File: config.mk
export PLATFORM = sky130hd
export DESIGN_NAME = dbg_axil_bridge
export DESIGN_NICKNAME = d
export VERILOG_FILES = /design/src/rtl/dbg_pkg.sv /design/src/rtl/mcs4_pkg.sv /design/src/rtl/dbg_axil_bridge.sv
export SDC_FILE = /design/constraint.sdc
export NUM_CORES = 1
export LEC_CHECK = 0
export CORE_MARGIN = 10
export CORE_UTILIZATION = 34
export CTS_BUF_LIST = sky130_fd_sc_hd__clkbuf_16
export DETAILED_ROUTE_END_ITERATION = 10
export PLACE_DENSITY_LB_ADDON = 0.1
export SLEW_MARGIN = 10
export SYNTH_ARGS = -nofsm -noshare
export SYNTH_HDL_FRONTEND = slang
export SYNTH_SLANG_ARGS = --single-unit
File: constraint.sdc
create_clock -name clk -period 1.6 [get_ports clk]
set_input_delay 0.24 -clock clk [delete_from_list [all_inputs] [get_ports clk]]
set_output_delay 0.24 -clock clk [all_outputs]
set_load 0.01 [all_outputs]
File: src/rtl/dbg_pkg.sv
// Debug bus address layout, AXI response codes and bridge FSM states.
package dbg;
  localparam int Seg_w  = 4;
  localparam int Off_w  = 8;
  localparam int Addr_w = Seg_w + Off_w;

  typedef struct packed {
    logic [Seg_w-1:0] seg;
    logic [Off_w-1:0] addr;
  } addr_t;

  localparam logic [1:0] Resp_okay   = 2'b00;
  localparam logic [1:0] Resp_decerr = 2'b11;

  typedef enum logic [2:0] {
    IDLE,
    WR,
    WRESP,
    RD,
    RWAIT,
    RRESP
  } br_state_t;
endpackage

File: src/rtl/mcs4_pkg.sv
// Byte type shared by the debug bus and its clients.
package mcs4;
  typedef logic [7:0] byte_t;
endpackage

File: src/rtl/dbg_axil_bridge.sv
// AXI4-Lite slave to byte-wide debug bus, one transaction outstanding; write 3 / read READ_LAT+2 cycles,
// B/R held until accepted. DBG_AXIL_DECERR_EN: out-of-range addresses answer DECERR without a strobe.
module dbg_axil_bridge
  import dbg::*;
#(
  parameter int AXIL_AW  = 16,
  parameter int READ_LAT = 2
) (
  input  logic               clk,
  input  logic               rst,
  input  logic [AXIL_AW-1:0] s_awaddr,
  input  logic               s_awvalid,
  output logic               s_awready,
  input  logic [31:0]        s_wdata,
  input  logic [3:0]         s_wstrb,
  input  logic               s_wvalid,
  output logic               s_wready,
  output logic [1:0]         s_bresp,
  output logic               s_bvalid,
  input  logic               s_bready,
  input  logic [AXIL_AW-1:0] s_araddr,
  input  logic               s_arvalid,
  output logic               s_arready,
  output logic [31:0]        s_rdata,
  output logic [1:0]         s_rresp,
  output logic               s_rvalid,
  input  logic               s_rready,
  output addr_t              dbg_addr,
  output logic               dbg_wen,
  output logic               dbg_ren,
  output mcs4::byte_t        dbg_wdata,
  input  mcs4::byte_t        dbg_rdata
);

  localparam int Cnt_w = (READ_LAT > 2) ? $clog2(READ_LAT - 1) : 1;

  br_state_t        state_q, state_d;
  logic [Cnt_w-1:0] cnt_q, cnt_d;
  logic             prio_wr_q;
  logic             wen_arm_q, ren_arm_q;
  logic             wr_req, wr_go, rd_go, contend, cap;
  logic             aw_bad, ar_bad;
  logic             unused_bits;

  assign wr_req      = s_awvalid && s_wvalid;
  assign unused_bits = ^{s_awaddr, s_araddr, s_wdata, s_wstrb};

`ifdef DBG_AXIL_DECERR_EN
  assign aw_bad = (s_awaddr >> (Addr_w + 2)) != '0;
  assign ar_bad = (s_araddr >> (Addr_w + 2)) != '0;
`else
  assign aw_bad = 1'b0;
  assign ar_bad = 1'b0;
`endif

  always_comb begin
    state_d   = state_q;
    cnt_d     = cnt_q;
    s_awready = 1'b0;
    s_wready  = 1'b0;
    s_arready = 1'b0;
    wr_go     = 1'b0;
    rd_go     = 1'b0;
    contend   = 1'b0;
    cap       = 1'b0;
    unique case (state_q)
      IDLE: begin
        contend   = wr_req && s_arvalid;
        wr_go     = wr_req && (prio_wr_q || !s_arvalid);
        rd_go     = s_arvalid && !wr_go;
        s_awready = wr_go;
        s_wready  = wr_go;
        s_arready = rd_go;
        if (wr_go) begin
          state_d = WR;
        end else if (rd_go) begin
          state_d = RD;
        end
      end
      WR:    state_d = WRESP;
      WRESP: if (s_bready) state_d = IDLE;
      RD: begin
        if (READ_LAT <= 1) begin
          cap     = 1'b1;
          state_d = RRESP;
        end else begin
          cnt_d   = Cnt_w'(READ_LAT - 2);
          state_d = RWAIT;
        end
      end
      RWAIT: begin
        // Last wait cycle is exactly READ_LAT edges after the strobe went out.
        if (cnt_q == '0) begin
          cap     = 1'b1;
          state_d = RRESP;
        end else begin
          cnt_d = cnt_q - 1'b1;
        end
      end
      RRESP:   if (s_rready) state_d = IDLE;
      default: state_d = IDLE;
    endcase
  end

  always_ff @(posedge clk) begin
    if (rst) begin
      state_q   <= IDLE;
      cnt_q     <= '0;
      prio_wr_q <= 1'b1;
      wen_arm_q <= 1'b0;
      ren_arm_q <= 1'b0;
      dbg_addr  <= '0;
      dbg_wdata <= '0;
      s_bresp   <= Resp_okay;
      s_rresp   <= Resp_okay;
      s_rdata   <= '0;
    end else begin
      state_q <= state_d;
      cnt_q   <= cnt_d;
      if (contend) prio_wr_q <= !wr_go;
      if (wr_go) begin
        dbg_addr  <= addr_t'(s_awaddr[Addr_w+1:2]);
        dbg_wdata <= s_wdata[7:0];
        wen_arm_q <= s_wstrb[0] && !aw_bad;
        s_bresp   <= aw_bad ? Resp_decerr : Resp_okay;
      end
      if (rd_go) begin
        dbg_addr  <= addr_t'(s_araddr[Addr_w+1:2]);
        ren_arm_q <= !ar_bad;
        s_rresp   <= ar_bad ? Resp_decerr : Resp_okay;
      end
      if (cap) s_rdata <= ren_arm_q ? {24'h0, dbg_rdata} : '0;
    end
  end

  assign dbg_wen  = (state_q == WR) && wen_arm_q;
  assign dbg_ren  = (state_q == RD) && ren_arm_q;
  assign s_bvalid = (state_q == WRESP);
  assign s_rvalid = (state_q == RRESP);

endmodule

After elaboration in Yosys (flattened, before gate mapping):

Index checks and enable logic that the tools add are counted.

* output and inout port bits: 63
* bits in read-only memories: 0
* bits in writable memories: 0
* word-level logic and storage cells: 49
* memories: 0
* latch bits: 0
* bits in registers: 59
* bits of input ports: 83

* muxes and demuxes: 16
* magnitude comparators: 0
* $mul: 0
* div/mod/pow operators: 0
* bitwise gates (word level): 0
* shift-type cells: 0
* add/sub/neg operators: 1
* reductions and logical operators: 14
* equal/unequal tests: 9

Operator list (count)
* two-way mux 12 bit: 2
* one-hot mux 3 bit (6 select lines): 1
* two-way mux 3 bit: 5
* two-way mux 8 bit: 1
* equality test 3 x 2 -> 1 bit, second input constant: 2
* equality test 3 bit, second input constant: 2
* logical AND 1 bit: 6
* two-way mux 1 bit: 6
* inequality test 2 x 1 -> 1 bit, second input constant: 2
* AND reduction 4 bit: 1
* nonzero test 2 bit: 2
* equality test 3 x 1 -> 1 bit, second input constant: 1
* logical NOT 1 bit: 3
* logical NOT 3 bit: 1
* inequality test 3 bit, second input constant: 1
* inequality test 2 bit, second input constant: 1
* one-hot mux 1 bit (2 select lines): 1
* logical OR 1 bit: 1
* subtractor 1 bit, second input constant: 1

Longest topological paths before layout:

Gate-level depths: netlist of the first run.

* depth after elaboration: 8
* gate-level depth with buffers: 5
* mapped depth without buffers: 3

Worst setup path before layout of the first run:

Ideal clock, no wire load.

* kind: register to output
* start point: register state_q[1]
* end point: output port s_wready
* data arrival time: 1519 ps
* cell stages (with the launch flop): 6
* path buffers: 3
* setup slack: -159 ps
* path through: dfxtp_1 > buf_6 > or3_4 > buf_6 > nor3_1 > buf_4

* cells in the longest elaborated chain, start to end: 2

RTL lines
* start: declaration: RTL line dbg_axil_bridge.sv:37 `br_state_t state_q, state_d;`
* start signal: assignment: RTL line dbg_axil_bridge.sv:118 `state_q <= state_d;`
* logical NOT 3 bit
* two-way mux 1 bit
* end: declaration: RTL line dbg_axil_bridge.sv:17 `output logic s_wready,`

Every way passes these cells.

Worst setup path in the final report of the first run:

* start point: register state_q[1]
* end point: output port s_arready

* cells in the longest elaborated chain, start to end: 2

RTL lines
* logical NOT 3 bit: RTL line dbg_axil_bridge.sv:66 `unique case (state_q)`
* two-way mux 1 bit: RTL line dbg_axil_bridge.sv:66
* end: declaration: RTL line dbg_axil_bridge.sv:23 `output logic s_arready,`

Every way passes these cells.

==> results.txt, run 1 <==
Run status - completed
Drt wl/cell - 15.7 um
Total gr overflow - 0
Synth async-reset ratio - 0
Critical Path, Cell by Cell - buf_6, nor3_4, o211ai_1, inv_1, buf_6
#FFs+latches synth - 34
DP Worst Slack - -0.423 ns
Max Cap Viol - 0
First-pass iteration count of the detailed router - 4
Clock latency on the worst-skew pair - 0.27 ns
Sw frac - 0.283
Crit path max-delay cell type - dfxtp_2
Detailed router's first-iteration violation count - 94
Routed wire length - 6160 um
Minimum clock period - 1.60 ns
Core ar. - 0.00551 sq mm
Row cnt - 27
Vias in the first global route - 1887
Chip Height - 95.2 um
Main synth FF type - dfxtp_1
HP Class - register to register
Worst setup margin - 0.00324 ns
Initial antenna violation count - 0
H-tree levels - 2
Initial Util - 0.349
Fillers - 525
Hold path cells - 2
Share of layout cells above drive strength 1 - 0.191
Hold_ws - 0.452 ns
Crit end category - output port
Vias after detailed routing - 1871
Internal power - 0.00195 W
CP Max Fanout - 7
Worst path max stage delay - 0.32 ns
Worst vdd ir - 0.473 mV
Sequential power share - 0.352
R2R Path End - dbg_addr[1]
Synth area leaders - dfxtp_1 35%, buf_4 11%, a221oi_2 7.0%, o32ai_1 5.9%, a21oi_1 5.2%
Post-synthesis instance area - 0.00192 sq mm
DIE AREA - 0.00906 sq mm
Area of the multi-input gates - 987 sq um
Setup crit start - state_q[1]
Final setup TNS - 0 ns
Worst Path Arrival - 1.36 ns
Pwr Density - 890 mW/mm^2
Number of remaining DRC errors - 0
R2R setup slack - 0.10 ns
Comb power frac - 0.318
Number of nets still failing antenna checks after routing - 0
Syn-to-layout area delta - 58.8%
Worst EP required - 1.36 ns
Post-Syn Instances - 223
Overall Power - 0.00272 W
Clock power share - 0.330
Tot GR Track Use - 0.131
Fin crit share - 0.998
Startpoint Class - register
Top-count cell post-synth - dfxtp_1
Post-synthesis sequential area ratio - 0.354
Leak pwr - 1.19 nW
Max clock buf depth - 2
Die W - 95.2 um
Register area - 682 sq um
CTS hold repair buffers - 0
CTS Root Cell - clkbuf_16
Total clock sinks - 34
Number of enable flip-flop cells after synthesis - 0
Skew final - 0.00419 ns
Netlist cell types - 35
IO Pins - 146
Top achievable clock speed - 626 MHz
Reg2reg start - state_q[1]
Vias per cell - 4.77
Count of input and output buffers - 82
Fin nets - 402
Antenna diodes - 0
Layout Utilization - 0.554
# setup viols final - 0
Hold Fails Final Rpt - 0
CP endpoint - s_arready
Crit-path most repeated cell - buf_6
Max-slew violations - 0
First-pass GRT wire length - 9570 um
Mean post-synth cell area - 8.62 sq um
Yosys Warn Count - 0
Crit path kind - register to output port
Share of the synthesized area in the top cell type - 0.354
RSZ-0062 raised after global routing - true
Largest net degree at the start of global routing - 35
Gpl congestion - 0.778
R2R depth - 6
Synth area leader - dfxtp_1
TritonCTS clock tree - done
Most common library cells after synthesis - 34 x dfxtp_1, 29 x buf_4, 20 x a21oi_1
Post-DP HPWL - 4610 um
CTS Buf Count - 5
Net Switching - 0.000769 W
Clock-pin slew on the worst setup and hold paths - 0.05 ns
-- stage by stage --
| stage | std cells | cell area, sq um |
|---|---|---|
| after floorplan | 250 | 2040 |
| final | 392 | 3050 |
| after global routing | 392 | 3050 |
| after detailed placement | 379 | 2850 |
| after CTS | 388 | 3000 |
| after global placement | 379 | 2850 |
-- area by class of cell --
class                           instances  share of cell area
Sequential cell                        34               0.223
Multi-Input combinational cell        149               0.323
Timing Repair Buffer                  114               0.360
Clock inverter                          3             0.00410
Inverter                               15              0.0184
Clock buffer                            5              0.0410
Tap cell                               72              0.0295
-- timing repair --
| item | 4_1_cts | 5_1_grt |
|---|---|---|
| gates resized for setup | 26 | 12 |
| endpoints found under the hold margin | 0 | 0 |
| gates cloned | 0 | 1 |
| setup buffers | 1 | 3 |
| endpoints found under the setup margin | 19 | 18 |
| pin swaps | 3 | 2 |
-- flip-flops by register name, indices dropped and copies added, names as in the netlist --
name and flops:
dbg_addr 12, dbg_wdata 8, s_rdata 8, state_q 3, prio_wr_q 1, ren_arm_q 1, wen_arm_q 1
-- cells in the final DEF, fill, tap and decap left out, types with 2 or more instances in the layout --
| cell type | instances |
|---|---|
| clkdlybuf4s50_1 | 72 |
| dfxtp_1 | 33 |
| conb_1 | 28 |
| buf_4 | 26 |
| a21oi_1 | 20 |
| inv_1 | 16 |
| nand2b_1 | 14 |
| o32ai_1 | 13 |
| o31ai_1 | 11 |
| nand4_1 | 10 |
| nand2_1 | 9 |
| a221oi_2 | 9 |
| nand3_1 | 8 |
| clkbuf_16 | 6 |
| nor2_1 | 4 |
| nand3b_1 | 3 |
| a221oi_1 | 3 |
| buf_2 | 3 |
| buf_6 | 3 |
| buf_12 | 3 |
| nor3_4 | 2 |
| dlygate4sd2_1 | 2 |
| clkbuf_2 | 2 |
-- logic make-up after synthesis --
group	share of synthesized area
buffers and inverters	0.200
AO/OA/AOI/OAI	0.257
other	0.00195
flip-flops	0.354
AND/OR/NAND/NOR	0.187
-- worst max-delay path: cells and delay by family (launching register included) --
kind | cells | cell delay (ns)
buffers and inverters | 3 | 0.33
AND/OR/NAND/NOR | 1 | 0.26
flip-flops | 1 | 0.32
AO/OA/AOI/OAI | 1 | 0.17
-- how the worst min path moves through the flow --
stage	endpoint	startpoint	slack (ns)
6_report	s_rdata[2]	s_rdata[2]	0.45
5_1_grt	s_rdata[7]	s_rdata[7]	0.48
4_1_cts	s_rdata[2]	s_rdata[2]	0.45
3_5_place_dp	s_rdata[1]	s_rdata[1]	0.45
3_3_place_gp	s_rdata[5]	s_rdata[5]	0.44
2_1_floorplan	wen_arm_q	s_wstrb[0]	0.39
-- power groups by stage --
| stage | Sequential (W) | Combinational (W) | Clock, W |
|---|---|---|---|
| after CTS | 0.000955 | 0.000815 | 0.000925 |
| after floorplan | 0.00100 | 0.000436 | 0 |
| after global placement | 0.000969 | 0.000803 | 0 |
| final | 0.000956 | 0.000865 | 0.000897 |
| after global routing | 0.000966 | 0.000938 | 0.000958 |
| after detailed placement | 0.000972 | 0.000805 | 0 |
-- layer usage --
layer,GRT usage,vias to the layer above,wire (um),share of wire
met5,0,-,0,0
met4,0.0299,0,42,0.0068
met3,0.0589,4,712,0.12
met2,0.209,67,2900,0.47
met1,0.157,860,2500,0.41
li1,-,940,-,-
(Power assumes the default switching activity.)
==> run 2, diff against run 1 <==
REMOVE_ABC_BUFFERS = 1   (was default)
==> run 2 against run 1 <==
  * The run now ends with negative setup slack left
  * Wire length up 0.54%
  * Global-route usage increased by 0.31 points
  * Sequential power hardly changed
  * Sequential share of layout area down 0.087 points
  * Worst setup slack got worse by 0.023 ns
  * Combinational power rose by 3.7%
  * Clock-buffer cell count did not move
  * Cell count fell by 0.51%
  * Via count down 0.48%
==> results.txt, run 2 (synthesis results as in run 1) <==
Core ar. - 0.00551 sq mm
Worst Path Arrival - 1.38 ns
HP Class - register to register
Total clock sinks - 34
RSZ-0062 raised after global routing - true
First-pass GRT wire length - 9680 um
Clock latency on the worst-skew pair - 0.27 ns
Startpoint Class - register
Die W - 95.2 um
Detailed router's first-iteration violation count - 69
CP Max Fanout - 2
Vias per cell - 4.77
Pwr Density - 898 mW/mm^2
Row cnt - 27
Largest net degree at the start of global routing - 35
Hold path cells - 2
Count of input and output buffers - 82
Max FFs per register - 12
R2R setup slack - 0.13 ns
CTS Root Cell - clkbuf_16
Run status - finished, violations left
Clock-pin slew on the worst setup and hold paths - 0.05 ns
First-pass iteration count of the detailed router - 4
H-tree levels - 2
Crit path kind - register to output port
Syn-to-layout area delta - 59.7%
Worst EP required - 1.36 ns
Fin nets - 400
Vias in the first global route - 1893
Vias after detailed routing - 1862
R2R depth - 6
Worst vdd ir - 0.589 mV
Failing checks - negative setup slack
DP Worst Slack - -0.365 ns
Share of layout cells above drive strength 1 - 0.182
Number of remaining DRC errors - 0
TritonCTS clock tree - done
Placed cell count - 377
Max-slew violations - 0
Top routing layer in use - met4
WL met3 - 571 um
Overall Power - 0.00276 W
Max clock buf depth - 2
Post-DP HPWL - 4500 um
Chip Height - 95.2 um
Layout Utilization - 0.558
Crit end category - output port
Initial Util - 0.349
Initial antenna violation count - 0
Fin crit share - 1.01
Hold Fails Final Rpt - 0
Most common cell after layout, fill and taps aside - clkdlybuf4s50_1
CTS Buf Count - 5
Biggest regs - dbg_addr: 12 flops, dbg_wdata: 8 flops, s_rdata: 8 flops
DIE AREA - 0.00906 sq mm
DRT met1 WL - 2910 um
Most frequent cells in the layout - 75 x clkdlybuf4s50_1, 32 x dfxtp_1, 28 x conb_1
# setup viols final - 1
Gpl congestion - 0.727
Leak pwr - 1.19 nW
Fillers - 528
Worst setup margin - -0.0193 ns
Number of nets still failing antenna checks after routing - 0
Max Cap Viol - 0
Top achievable clock speed - 618 MHz
Drt wl/cell - 15.9 um
IO Pins - 146
Routed wire length - 6190 um
Largest Register - dbg_addr
Total gr overflow - 0
Skew final - 0.00392 ns
Post-route insts no fill - 390
Wire length on met2 - 2690 um
Antenna diodes - 0
Tot GR Track Use - 0.134
Minimum clock period - 1.62 ns
## run 2: changes by cell type in the layout (fill, tap and decap cells not counted), moves of 2 or more
cell / change
clkdlybuf4s50_1: +3
buf_2: -2
buf_4: -4
buf_6: +2
## run 2: worst max-delay path: stages, from the launching register on
cell and delay (ns):
dfxtp_1 0.32, or3_4 0.39, nor3_2 0.12, buf_4 0.14, buf_2 0.12
## run 2: layout make-up
cell class	count	area, sq um	share of cell area
clock buffer	5	125	0.0407
inverter	15	56.3	0.0183
sequential	34	683	0.222
timing repair buffer	112	1120	0.366
tap	72	90.1	0.0293
multi-input combinational	149	981	0.319
clock inverter	3	12.5	0.00407
## run 2: per-stage QoR
stage / TNS (ns) / hold slack (ns) / area (sq um)
3_5_place_dp: -3.96 / 0.443 / 2840
3_3_place_gp: -4.10 / 0.439 / 2840
2_1_floorplan: -7.09 / 0.306 / 1700
5_1_grt: -0.210 / 0.478 / 3070
6_report: -0.0193 / 0.450 / 3070
4_1_cts: -0.0470 / 0.450 / 3030
## run 2: routing by layer
| metal | vias up | global-route usage |
|---|---|---|
| li1 | 935 | - |
| met1 | 853 | 0.173 |
| met2 | 72 | 0.198 |
| met3 | 2 | 0.0573 |
| met4 | 0 | 0.0374 |
| met5 | - | 0 |
## run 2: worst paths after layout
| check | end | start |
|---|---|---|
| worst max register to register | dbg_addr[7] | state_q[1] |
| worst max-delay path | s_awready | state_q[0] |
| worst min-delay path | s_rdata[2] | s_rdata[2] |
| worst min register to register | s_rdata[2] | s_rdata[2] |
## run 2: repair_timing
item                                    in CTS  in global routing
pin swaps                                    3                  2
cloned                                       1                  0
endpoints found under the setup margin      19                  8
resized for setup                           27                  7
hold buffers                                 0                  0
setup buffers                                0                  4
## run 2: power breakdown
| group | leakage, nW | switching [W] | internal, W | total (W) |
|---|---|---|---|---|
| clock | 0.0724 | 0.000340 | 0.000562 | 0.000902 |
| combinational | 0.836 | 0.000400 | 0.000497 | 0.000897 |
| sequential | 0.279 | 0.0000363 | 0.000921 | 0.000957 |
